### src/rtl/serial_to_byte_sync_if.sv
// Serial line / aligned byte bundle for the receive deserializer.
// The slave side is the deserializer; the master side drives the line.
interface serial_to_byte_sync_if;
    logic       data_in;
    logic [7:0] data_out;
    logic       valid_out;
    logic       active;

    modport slave (
        input  data_in,
        output data_out,
        output valid_out,
        output active
    );

    modport master (
        output data_in,
        input  data_out,
        input  valid_out,
        input  active
    );
endinterface

### src/rtl/serial_to_byte_sync.sv
// Bit-serial deserializer with COM-based byte alignment and link lock.
// Optional stuck-line sync loss is enabled by defining SYNC_LOSS_EN.
module serial_to_byte_sync #(
    parameter logic [7:0] COM_CHAR   = 8'hBC,
    parameter int         SYNC_BC    = 4,
    parameter int         LOSS_LIMIT = 8
) (
    input  logic                  clk_32f,
    input  logic                  reset_L,
    serial_to_byte_sync_if.slave  bus
);

    typedef enum logic [1:0] {
        INIT   = 2'd0,
        SYNC   = 2'd1,
        ACTIVE = 2'd2
    } state_t;

    generate
        if (SYNC_BC < 2 || SYNC_BC > 15) begin : g_bad_sync_bc
            $error("SYNC_BC out of range 2..15");
        end
        if (LOSS_LIMIT < 2 || LOSS_LIMIT > 255) begin : g_bad_loss
            $error("LOSS_LIMIT out of range 2..255");
        end
    endgenerate

    state_t     state, state_n;
    logic [7:0] sreg, sreg_n;
    logic [2:0] bit_cnt, bit_cnt_n;
    logic [3:0] bc_count, bc_n;
    logic [7:0] data_q, data_n;
    logic       valid_q, valid_n;

    logic [7:0] window;
    logic       is_com;
    logic       boundary;
    logic [3:0] bc_inc;

    assign window   = {sreg[6:0], bus.data_in};
    assign is_com   = (window == COM_CHAR);
    assign boundary = (bit_cnt == 3'd7);
    assign bc_inc   = (bc_count >= 4'(SYNC_BC)) ? bc_count
                                                : bc_count + 4'd1;

`ifdef SYNC_LOSS_EN
    logic [7:0] loss_cnt, loss_n;
    logic       stuck;

    assign stuck = (window == 8'h00) || (window == 8'hFF);

    always_ff @(posedge clk_32f or negedge reset_L) begin
        if (!reset_L) loss_cnt <= '0;
        else          loss_cnt <= loss_n;
    end
`endif

    always_ff @(posedge clk_32f or negedge reset_L) begin
        if (!reset_L) begin
            state    <= INIT;
            sreg     <= '0;
            bit_cnt  <= '0;
            bc_count <= '0;
            data_q   <= '0;
            valid_q  <= 1'b0;
        end else begin
            state    <= state_n;
            sreg     <= sreg_n;
            bit_cnt  <= bit_cnt_n;
            bc_count <= bc_n;
            data_q   <= data_n;
            valid_q  <= valid_n;
        end
    end

    always_comb begin
        state_n   = state;
        sreg_n    = window;
        bit_cnt_n = bit_cnt + 3'd1;
        bc_n      = bc_count;
        data_n    = data_q;
        valid_n   = valid_q;
`ifdef SYNC_LOSS_EN
        loss_n    = loss_cnt;
`endif
        unique case (state)
            INIT: begin
                // Bit-granular hunt; a match defines the next boundary
                bit_cnt_n = '0;
                data_n    = '0;
                valid_n   = 1'b0;
                if (is_com) begin
                    bc_n    = 4'd1;
                    state_n = SYNC;
                end
            end
            SYNC: begin
                if (boundary) begin
                    if (is_com) begin
                        bc_n = bc_inc;
                        if (bc_inc == 4'(SYNC_BC)) state_n = ACTIVE;
                    end else begin
                        bc_n    = '0;
                        state_n = INIT;
                    end
                end
            end
            ACTIVE: begin
                if (boundary) begin
                    data_n  = window;
                    valid_n = !is_com;
`ifdef SYNC_LOSS_EN
                    if (stuck) begin
                        if (loss_cnt == 8'(LOSS_LIMIT - 1)) begin
                            state_n = INIT;
                            data_n  = '0;
                            valid_n = 1'b0;
                            bc_n    = '0;
                            loss_n  = '0;
                        end else begin
                            loss_n = loss_cnt + 8'd1;
                        end
                    end else begin
                        loss_n = '0;
                    end
`endif
                end
            end
            default: state_n = INIT;
        endcase
    end

    assign bus.data_out  = data_q;
    assign bus.valid_out = valid_q;
    assign bus.active    = (state == ACTIVE);

endmodule

### src/flat_wrapper.sv
// flat-port wrapper written by rule: the top's interface ports become plain ports
module serial_to_byte_sync_flat 
#(
    parameter logic [7:0] COM_CHAR   = 8'hBC,
    parameter int         SYNC_BC    = 4,
    parameter int         LOSS_LIMIT = 8
)
  (clk_32f, reset_L, bus_data_in, bus_data_out, bus_valid_out, bus_active);
  serial_to_byte_sync_if bus_i ();
  input  logic clk_32f;
  input  logic reset_L;
  input wire logic [$bits(bus_i.data_in)-1:0] bus_data_in;
  output wire logic [$bits(bus_i.data_out)-1:0] bus_data_out;
  output wire logic [$bits(bus_i.valid_out)-1:0] bus_valid_out;
  output wire logic [$bits(bus_i.active)-1:0] bus_active;
  assign bus_i.data_in = bus_data_in;
  assign bus_data_out = bus_i.data_out;
  assign bus_valid_out = bus_i.valid_out;
  assign bus_active = bus_i.active;
  serial_to_byte_sync #(.COM_CHAR(COM_CHAR), .SYNC_BC(SYNC_BC), .LOSS_LIMIT(LOSS_LIMIT)) u_core (.clk_32f(clk_32f), .reset_L(reset_L), .bus(bus_i));
endmodule
### config.mk
export PLATFORM = sky130hd
export DESIGN_NAME = serial_to_byte_sync_flat
export DESIGN_NICKNAME = d
export VERILOG_FILES = /design/src/rtl/serial_to_byte_sync_if.sv /design/src/rtl/serial_to_byte_sync.sv /design/src/flat_wrapper.sv
export SDC_FILE = /design/constraint.sdc
export NUM_CORES = 1
export LEC_CHECK = 0
export BUFFER_PORTS_ARGS = -buffer_cell sky130_fd_sc_hd__buf_2
export CORE_ASPECT_RATIO = 1.75
export CORE_MARGIN = 10
export CORE_UTILIZATION = 45
export CTS_CLUSTER_SIZE = 24
export DETAILED_ROUTE_END_ITERATION = 8
export GPL_TIMING_DRIVEN = 1
export PLACE_DENSITY_LB_ADDON = 0.2
export SLEW_MARGIN = 5
export SYNTH_ARGS = -nofsm -noshare
export SYNTH_HDL_FRONTEND = slang
export SYNTH_SLANG_ARGS = --single-unit
### constraint.sdc
create_clock -name clk_32f -period 1.8 [get_ports clk_32f]
set_input_delay 0.27 -clock clk_32f [delete_from_list [all_inputs] [get_ports clk_32f]]
set_output_delay 0.27 -clock clk_32f [all_outputs]
set_load 0.01 [all_outputs]
* Word-level counts from Yosys, hierarchy flattened
Index checks and enable logic that the tools add are counted.
** Operators by class
- Reduce and logical (&&, ||, !) cells :: 7
- Bitwise logic cells :: 1
- Equal/unequal tests :: 9
- Multipliers :: 0
- Mux-type cells :: 15
- Add/sub/neg operators :: 2
- Order comparisons :: 1
- Shift-type cells :: 0
- Div/mod/pow operators :: 0
** Operator list (count)
- $mux W4 :: 4
- $pmux W8 S2 :: 1
- $eq A8 B8 Y1 const B :: 1
- $mux W2 :: 4
- $mux W8 :: 1
- $pmux W4 S2 :: 1
- $ne A2 B1 Y1 const B :: 3
- $pmux W2 S3 :: 1
- $add A4 B1 Y4 const B :: 1
- $eq A4 B3 Y1 const B :: 1
- $ge A4 B3 Y1 const B :: 1
- $reduce_and A4 Y1 :: 1
- $reduce_bool A2 Y1 :: 2
- $add A3 B1 Y3 const B :: 1
- $eq A3 B3 Y1 const B :: 1
- $mux W3 :: 1
- $ne A3 B3 Y1 const B :: 1
- $reduce_and A3 Y1 :: 1
- $eq A2 B1 Y1 const B :: 1
- $eq A2 B2 Y1 const B :: 1
- $logic_not A2 Y1 :: 1
- $pmux W1 S2 :: 1
- $reduce_and A2 Y1 :: 1
- $logic_not A1 Y1 :: 1
- 2 further kinds :: 2
** Word-level totals
- Latch bits :: 0
- Memories kept :: 0
- Bits in writable memories :: 0
- Output and inout bits :: 10
- Memory bits (read-only) :: 0
- Register bits :: 25

* Longest topological paths before layout
Gate-level depths: netlist (run 1).
- Word-level depth :: 7
- Mapped depth :: 6

* Worst setup path after synthesis (run 1)
No wires, ideal clock.
- Kind :: register -> register
- Start point :: register u_core.bit_cnt[0]
- End point :: register u_core.data_q[0] (netlist: u_core.bus.data_out[0])
- Cell stages (with the launch flop) :: 7
- Setup time :: 121 ps
- Data arrival time :: 1397 ps
- Slack :: 282 ps
- Path through :: dfrtp_1 > ha_1 > ha_1 > nor2b_1 > buf_2 > a22o_1 > a22o_1
** On the way
- Cells in the longest elaborated chain, start to end :: 3
** RTL lines
- start: declaration :: line serial_to_byte_sync.sv:30 : logic [2:0] bit_cnt, bit_cnt_n;
- start signal: assignment :: line serial_to_byte_sync.sv:69 : bit_cnt <= bit_cnt_n;
- $eq A3 B3 Y1 :: line serial_to_byte_sync.sv:42 : assign boundary = (bit_cnt == 3'd7);
- $ne A2 B1 Y1 (no line)
- $reduce_and A2 Y1 (no line)
- end signal: assignment :: line serial_to_byte_sync.sv:71 : data_q <= data_n;
- end: declaration :: line serial_to_byte_sync.sv:32 : logic [7:0] data_q, data_n;
No other way between the ends.
A chain may end at the register's enable or synchronous reset.

* Final worst setup path (run 1)
- Start point :: register u_core.bit_cnt[0]
- End point :: register u_core.state[0]
** On the way
- Cells in the longest elaborated chain, start to end :: 3
** RTL lines
- $eq A3 B3 Y1 :: line serial_to_byte_sync.sv:42
- $ne A2 B1 Y1 (no line)
- $reduce_and A4 Y1 (no line)
- end signal: assignment :: line serial_to_byte_sync.sv:67 : state <= state_n;
- end: declaration :: line serial_to_byte_sync.sv:28 : state_t state, state_n;
No other way between the ends.

==> results of run 1 <==
==> worst min path at each step <==
stage / startpoint / end / slack [ns] / cells after the start
6_report: bus_data_in / u_core.sreg[0]$_DFF_PN0_ / 0.17 / 1
5_1_grt: bus_data_in / u_core.sreg[0]$_DFF_PN0_ / 0.17 / 1
4_1_cts: bus_data_in / u_core.sreg[0]$_DFF_PN0_ / 0.17 / 1
3_5_place_dp: reset_L / u_core.sreg[6]$_DFF_PN0_ / 0.29 / 1
3_3_place_gp: reset_L / u_core.sreg[5]$_DFF_PN0_ / 0.28 / 1
2_1_floorplan: reset_L / u_core.bc_count[0]$_DFFE_PN0P_ / -0.03 / 0
==> layout by cell type (no fill, tap or decap), drive strengths merged <==
master       count
a21oi            2
nand4bb          1
nor3b            2
nor2b            5
o21ai            1
a41o             1
o21a             2
and3b            1
inv              2
dlygate4sd3      1
a31o             1
clkbuf           4
a22oi            1
o22ai            1
buf             14
nor4b            1
mux2i            1
o32ai            1
nand3b           1
nand2            3
a22o            16
and4             1
a211oi           1
ha               3
a311oi           1
nor2             3
nand3            1
or3b             2
and3             1
dfrtp           25
==> power groups by stage <==
stage               Clock, mW  Sequential, mW  Combinational (mW)
floorplan                   0           0.601              0.0411
global placement            0           0.605              0.0647
detailed placement          0           0.606              0.0657
CTS                     0.331           0.595              0.0675
global route            0.351           0.598              0.0733
finish                  0.321           0.595              0.0657
==> area by class of cell <==
cell class	instances	area (µm²)	share of cell area
inverter	2	7.507	0.006018
tap	25	31.28	0.02508
timing repair buffer	15	85.08	0.06820
sequential	25	625.6	0.5015
multi-input combinational	54	452.9	0.3631
clock buffer	4	45.04	0.03611
==> cells by family (layout without fill, tap and decap cells) <==
kind of cell,count (synthesis),count (layout)
flops,25,25
buf+inv,6,21
mux,1,1
compound gates,28,28
simple gates,22,22
fa+ha+maj,3,3
==> through the flow <==
step | std cells | util | worst slack (ns) | hold slack (ns) | power, mW
6_report | 125 | 0.5352 | 0.2316 | 0.1686 | 0.9818
4_1_cts | 125 | 0.5341 | 0.09442 | 0.1695 | 0.9932
2_1_floorplan | 85 | - | 0.2824 | -0.02559 | 0.6420
3_5_place_dp | 120 | 0.5105 | 0.1178 | 0.2861 | 0.6718
5_1_grt | 125 | 0.5352 | 0.06632 | 0.1664 | 1.022
3_3_place_gp | 120 | 0.5105 | 0.1885 | 0.2833 | 0.6702
==> repair_timing <==
| action | CTS | global route |
|---|---|---|
| hold buffers | 1 | 0 |
| setup endpoints to repair | 0 | 8 |
| endpoints found under the hold margin | 12 | 0 |
| resized for setup | 0 | 1 |
==> sequential cells by signal, indices dropped and copies added (netlist names) <==
| name | count |
|---|---|
| u_core.bus.data_out | 8 |
| u_core.bc_count | 4 |
| u_core.sreg | 7 |
| u_core.bit_cnt | 3 |
| u_core.bus.valid_out | 1 |
| u_core.state | 2 |
==> per-layer routing <==
layer / global-route usage / vias to the layer above / wire, µm
li1: - / 354 / -
met1: 0.08661 / 363 / 819
met2: 0.1471 / 10 / 1082
met3: 0.02537 / 4 / 88
met4: 0.04506 / 0 / 35
met5: 0 / - / 0
==> reports/metrics.yaml, run 1 <==
synth_compound_area_frac: 0.2168
status: "complete, no violations"
die_h_um: 85.48
path_depth: 5
leakage_nw: 0.6201
yosysSeqAreaShare: 0.5675
numCtsBuffers: 3
synth_top_family_by_area: "compound AO/OA/AOI/OAI gates"
yosysUniqueCellTypes: 31
fin_crit_ns: 1.568
synth_xor_xnor_area_share: 0
io_buffers: 12
row_count: 23
grt_max_degree: 26
combinationalPowerShare: 0.067
synthFlopType: "dfrtp_1"
min_path_type: "in -> reg"
cp_slowest_cell: "dfrtp_1"
clk_pin_slew_ns: 0.08
max_slew_margin: 0.6366
setup_tns_ns: 0
crit_type: "reg -> reg"
yosys-top-cells-area: "dfrtp_1 57%, a22o_1 13%, ha_1 3.4%, nor2b_1 2.8%, nor4b_4 2.2%"
drv_cap: 0
num_vias: 731
path_cells: "ha_1 -> ha_1 -> inv_1 -> a22oi_1 -> a311oi_1"
core_area_um2: 2331
antenna_found_initial: 0
critical_path.top_delay_family: "adder cells"
finalNetCount: 107
synthSimpleGateAreaFrac: 0.1487
clock_path_buffers: 2
cp-end-kind: "register"
hold_violations: 0
antenna_left: 0
drive_above_1_share: 0.2300
placed_cell_area_um2: 1190
grt_pass1_vias: 746
fin_area_um2: 1247
report.final.slew_viol_count: 0
routabilityCongestion: 0.7309
fp.dieArea_um2: 4908
arrival_ns: 1.74
r2r-end: "u_core.state[0]$_DFFE_PN0P_"
syn_inst: 85
reg2reg_depth: 5
grt_pass1_wl_um: 3374
rr_startpoint: "u_core.bit_cnt[0]$_DFF_PN0_"
syn_area_um2: 1102
antennaDiodeCount: 0
max_stage_delay_ns: 0.39
pwr-share-seq: 0.606
route.detailed.drc: 0
p_switching_uw: 219.2
worstSkewPairLatency_ns: 0.26
setup.worst_path.end: "u_core.state[0]$_DFFE_PN0P_"
cts_setup_buffers: 0
root_buffer: "clkbuf_8"
crit_required_ns: 1.97
viasPerCell: 5.848
synth.avg_cell_area_um2: 12.97
pin_count: 13
p_per_area_nw_per_um2: 787.1
period_share: 0.8713
fmax_mhz: 637.6
worst_pin_slew_ns: 0.5451
synthAdderAreaFrac: 0.03405
cts_max_level: 1
synth_most_common_cell: "dfrtp_1"
ys.warnings.count: 0
ys_seq_elements: 25
post_drt_wl_per_cell_um: 16.21
vdd_drop_max_mv: 0.4717
fillers: 202
wirelength_um: 2026
area_growth_syn_to_layout_pct: 13.17
start_util: 0.4729
grt-ovfl-total: 0
cts_tree: "done"
drtIter0Drc: 18
path_buf_inv: 1
synth-edff-count: 0
internal-power_uw: 762.6
synth_common_cells: "25 x dfrtp_1, 16 x a22o_1, 5 x nor2b_1"
grt_setup_unrepaired: "false"
swShare: 0.2233
cp_common_cell: "ha_1"
setup_violations: 0
synthArstFlopShare: 1.000
synth_top_cell_area_share: 0.5675
r2r_slack_ns: 0.23
finalClockSkew_ns: 0.001423
dp_hpwl_um: 1561
p_clk_frac: 0.327
cp_max_fo: 9
critPathLaunchType: "register"
cts_sinks: 25
muxShareOfSynthArea: 0.009081
yosysTopAreaCell: "dfrtp_1"
synth_nets: 91
dr.pass1.iters: 3
crit_path_start: "u_core.bit_cnt[0]$_DFF_PN0_"
track_usage: 0.08466
die_x_um: 57.42
Power figures use the tool's default switching activity.
==> inputs of run 2 (changes only) <==
Settings changed: CORE_UTILIZATION 45 to 28.
==> reports/metrics.yaml, run 2 (synthesized netlist as in run 1, its figures left out) <==
regArea_um2: 625.6
vdd_drop_max_mv: 0.3037
cp_max_fo: 9
fmax_mhz: 636.7
pin_count: 13
dr.pass1.iters: 2
failed_checks: "negative hold slack"
route.detailed.drc: 0
routabilityCongestion: 0.7415
critical_path.top_delay_family: "adder cells"
die_x_um: 67.43
layout.cells.most_common_list: "25 x dfrtp_1, 16 x a22o_1, 12 x buf_2, 4 x nor2b_1"
cp_slowest_cell: "dfrtp_1"
numCtsBuffers: 3
total_power_uw: 992.4
drtIter0Drc: 19
cts_hold_repair.buffers: 0
grt_setup_unrepaired: "false"
largest_reg_flops: 8
drive_above_1_share: 0.2500
leakage_nw: 0.6219
min_path_type: "in -> async"
cts_max_level: 1
io_buffers: 12
fin_area_um2: 1275
dp_hpwl_um: 1712
hold-worst-slack_ns: -0.02333
arrival_ns: 1.73
dp.cells: 144
grt_pass1_vias: 814
grt-ovfl-total: 0
cts_tree: "done"
cts-resized-gates: 0
antennaDiodeCount: 0
worstSkewPairLatency_ns: 0.27
placed_cell_area_um2: 1226
antenna_left: 0
core_area_um2: 3829
antenna_found_initial: 0
grt_pass1_wl_um: 3912
status: "finished, violations left"
track_usage: 0.07270
root_buffer: "clkbuf_8"
cp-end-kind: "register"
start_util: 0.2879
viasPerCell: 5.000
path_buf_inv: 0
critPathLaunchType: "register"
grt_max_degree: 26
clk_pin_slew_ns: 0.09
fin_crit_ns: 1.571
crit_required_ns: 1.96
finalNetCount: 107
setup_tns_ns: 0
crit_type: "reg -> reg"
row_count: 30
hold_violations: 25
layout_commonest_cell: "dfrtp_1"
fp.dieArea_um2: 6946
die_h_um: 103.0
finalClockSkew_ns: 0.004700
drv_cap: 0
post_drt_wl_per_cell_um: 15.18
max_slew_margin: 0.6326
period_share: 0.8725
fillers: 417
setup_violations: 0
max_stage_delay_ns: 0.39
area_growth_syn_to_layout_pct: 15.66
cts_setup_buffers: 0
report.final.slew_viol_count: 0
wirelength_um: 2246
cts_sinks: 25
path_cells: "ha_1 -> ha_1 -> nor2b_2 -> a22o_1 -> a22o_1"
multiInputGateArea_um2: 452.9
clock_path_buffers: 2
p_per_area_nw_per_um2: 778.4
final_cells: 148
worst_pin_slew_ns: 0.5511
num_vias: 740
## run 2: cell count changes in the layout (fill, tap and decap cells not counted)
cell | before | now
buf_4 | 2 | 3
clkbuf_1 | 1 | 0
clkinv_2 | 0 | 1
dlygate4sd3_1 | 1 | 0
## run 2: stage by stage
stage	hold WS, ns	setup WS, ns	util
floorplan	-0.02559	0.2824	-
global placement	0.2911	0.1590	0.3203
detailed placement	0.3017	0.1133	0.3203
CTS	0.002474	0.07960	0.3324
global route	0.01919	0.09980	0.3330
finish	-0.02333	0.2294	0.3330
## run 2: metal layers
layer / GRT usage / vias to the layer above / share of wire
li1: - / 354 / -
met1: 0.07821 / 370 / 0.40
met2: 0.1246 / 12 / 0.53
met3: 0.02176 / 4 / 0.059
met4: 0.03492 / 0 / 0.012
met5: 0 / - / 0
## run 2: final timing paths
path	depth (start not counted)	end	slack (ns)	from
min in group clk_32f	1	u_core.sreg[0]$_DFF_PN0_	0.18	bus_data_in
worst min register to register	0	u_core.sreg[5]$_DFF_PN0_	0.40	u_core.sreg[4]$_DFF_PN0_
worst max-delay path	5	u_core.bus.data_out[7]$_DFFE_PN0P_	0.23	u_core.bit_cnt[0]$_DFF_PN0_
worst max register to register	5	u_core.bus.data_out[7]$_DFFE_PN0P_	0.23	u_core.bit_cnt[0]$_DFF_PN0_
worst min-delay path	1	u_core.bus.data_out[5]$_DFFE_PN0P_	-0.02	reset_L
max in group asynchronous	1	u_core.sreg[1]$_DFF_PN0_	1.45	reset_L
## run 2: final cells by class
type | count | area share
sequential | 25 | 0.4907
inverter | 2 | 0.005888
tap | 48 | 0.04711
multi-input combinational | 54 | 0.3553
clock inverter | 1 | 0.003925
clock buffer | 3 | 0.03238
timing repair buffer | 15 | 0.06477
## run 2: report_power, final
part	total [mW]	internal, mW	switching, mW
registers	0.602	0.578	0.0246
clock network	0.331	0.155	0.177
logic	0.0589	0.0256	0.0333
total	0.992	0.758	0.234
==> inputs of run 3 (changes only) <==
Settings changed: CORE_MARGIN 10 to unset.
==> reports/metrics.yaml, run 3 (synthesized netlist as in run 1, its figures left out) <==
wirelength_um: 2189
arrival_ns: 1.78
worstSkewPairLatency_ns: 0.26
cp_max_fo: 9
hold_violations: 25
hold-worst-slack_ns: -0.01624
num_vias: 719
route.detailed.drc: 0
largest_reg_flops: 8
total_power_uw: 990.1
routabilityCongestion: 0.7243
fin_util: 0.3394
track_usage: 0.1155
max_slew_margin: 0.6262
fillers: 392
row_count: 29
dr.pass1.iters: 3
post_drt_wl_per_cell_um: 15.20
met3_usage: 0.01792
viasPerCell: 4.993
critPathLaunchType: "register"
grtUsageMet1: 0.1219
clock_path_buffers: 2
antenna_found_initial: 0
min_path_type: "in -> async"
start_util: 0.2978
grt_pass1_wl_um: 3650
antennaDiodeCount: 0
post-place-ws_ns: 0.1067
dp_hpwl_um: 1652
worst_pin_slew_ns: 0.5607
internal-power_uw: 761.5
cts_max_level: 1
finalClockSkew_ns: 0.004335
combinationalPowerShare: 0.068
report.final.slew_viol_count: 0
fin_crit_ns: 1.630
core_area_um2: 3701
period_share: 0.9056
pwr-share-seq: 0.601
io_buffers: 12
crit_type: "reg -> reg"
cts_setup_buffers: 0
crit_required_ns: 1.95
die_x_um: 49.43
fp.dieArea_um2: 4202
finalNetCount: 105
numCtsBuffers: 3
antenna_left: 0
layout.cells.most_common_list: "25 x dfrtp_1, 16 x a22o_1, 12 x buf_2, 4 x nor2b_1"
grt_util_met2: 0.2204
grt_pass1_vias: 739
swShare: 0.2309
die_h_um: 85.01
fmax_mhz: 613.4
vdd_drop_max_mv: 0.4310
p_switching_uw: 228.6
setup_ws_ns: 0.1699
cp-end-kind: "register"
grt-ovfl-total: 0
root_buffer: "clkbuf_8"
layout_commonest_cell: "dfrtp_1"
grt_max_degree: 26
cts_sinks: 25
setup_violations: 0
regArea_um2: 625.6
cts_tree: "done"
leakage_nw: 0.6105
clk_pin_slew_ns: 0.09
p_per_area_nw_per_um2: 788.2
grt_setup_unrepaired: "false"
pin_count: 13
drv_cap: 0
drtIter0Drc: 8
status: "finished, violations left"
multiInputGateArea_um2: 452.9
drive_above_1_share: 0.2245
p_clk_frac: 0.332
area_growth_syn_to_layout_pct: 13.96
gr-max-usage-layer: "met2"
r2r_slack_ns: 0.17
failed_checks: "negative hold slack"
setup_tns_ns: 0
[run 3: what timing repair did]
action | 4_1_cts | 5_1_grt
setup endpoints to repair | 0 | 8
resized for setup | 0 | 1
hold buffers | 0 | 0
hold endpoints to repair | 0 | 0
[run 3: worst paths after layout]
check | to | cells past startpoint | from
worst max-delay path | u_core.state[0]$_DFFE_PN0P_ | 5 | u_core.bit_cnt[0]$_DFF_PN0_
worst min-delay path | u_core.sreg[4]$_DFF_PN0_ | 1 | reset_L
worst max register to register | u_core.state[0]$_DFFE_PN0P_ | 5 | u_core.bit_cnt[0]$_DFF_PN0_
worst min register to register | u_core.sreg[2]$_DFF_PN0_ | 0 | u_core.sreg[1]$_DFF_PN0_
max in group asynchronous | u_core.bus.data_out[0]$_DFFE_PN0P_ | 1 | reset_L
min in group clk_32f | u_core.sreg[0]$_DFF_PN0_ | 1 | bus_data_in
[run 3: layout make-up]
type	count	area share
Sequential cell	25	0.4980
Multi-Input combinational cell	54	0.3606
Clock buffer	4	0.03586
Inverter	2	0.005976
Timing Repair Buffer	13	0.05379
Tap cell	46	0.04582
[run 3: power groups by stage]
stage / Clock, mW / Sequential, mW / Combinational [mW]
after global placement: 0 / 0.606 / 0.0677
after global routing: 0.358 / 0.597 / 0.0778
final: 0.328 / 0.595 / 0.0669
after detailed placement: 0 / 0.606 / 0.0692
after floorplan: 0 / 0.601 / 0.0411
after CTS: 0.343 / 0.595 / 0.0695
[run 3: layer usage]
metal,share of wire,vias to the layer above
met5,0,-
met1,0.41,356
met3,0.026,4
met2,0.55,13
met4,0.015,0
li1,-,346
[run 3: metrics by stage]
stage / area, µm² / std cells
4_1_cts: 1254 / 144
5_1_grt: 1256 / 144
2_1_floorplan: 1102 / 85
6_report: 1256 / 144
3_3_place_gp: 1209 / 140
3_5_place_dp: 1209 / 140
[run 3: critical path, cell delays in order (launching register included)]
cell and delay [ns]:
dfrtp_1 0.39, ha_1 0.20, ha_1 0.25, inv_1 0.24, a22oi_1 0.13, a311oi_1 0.32
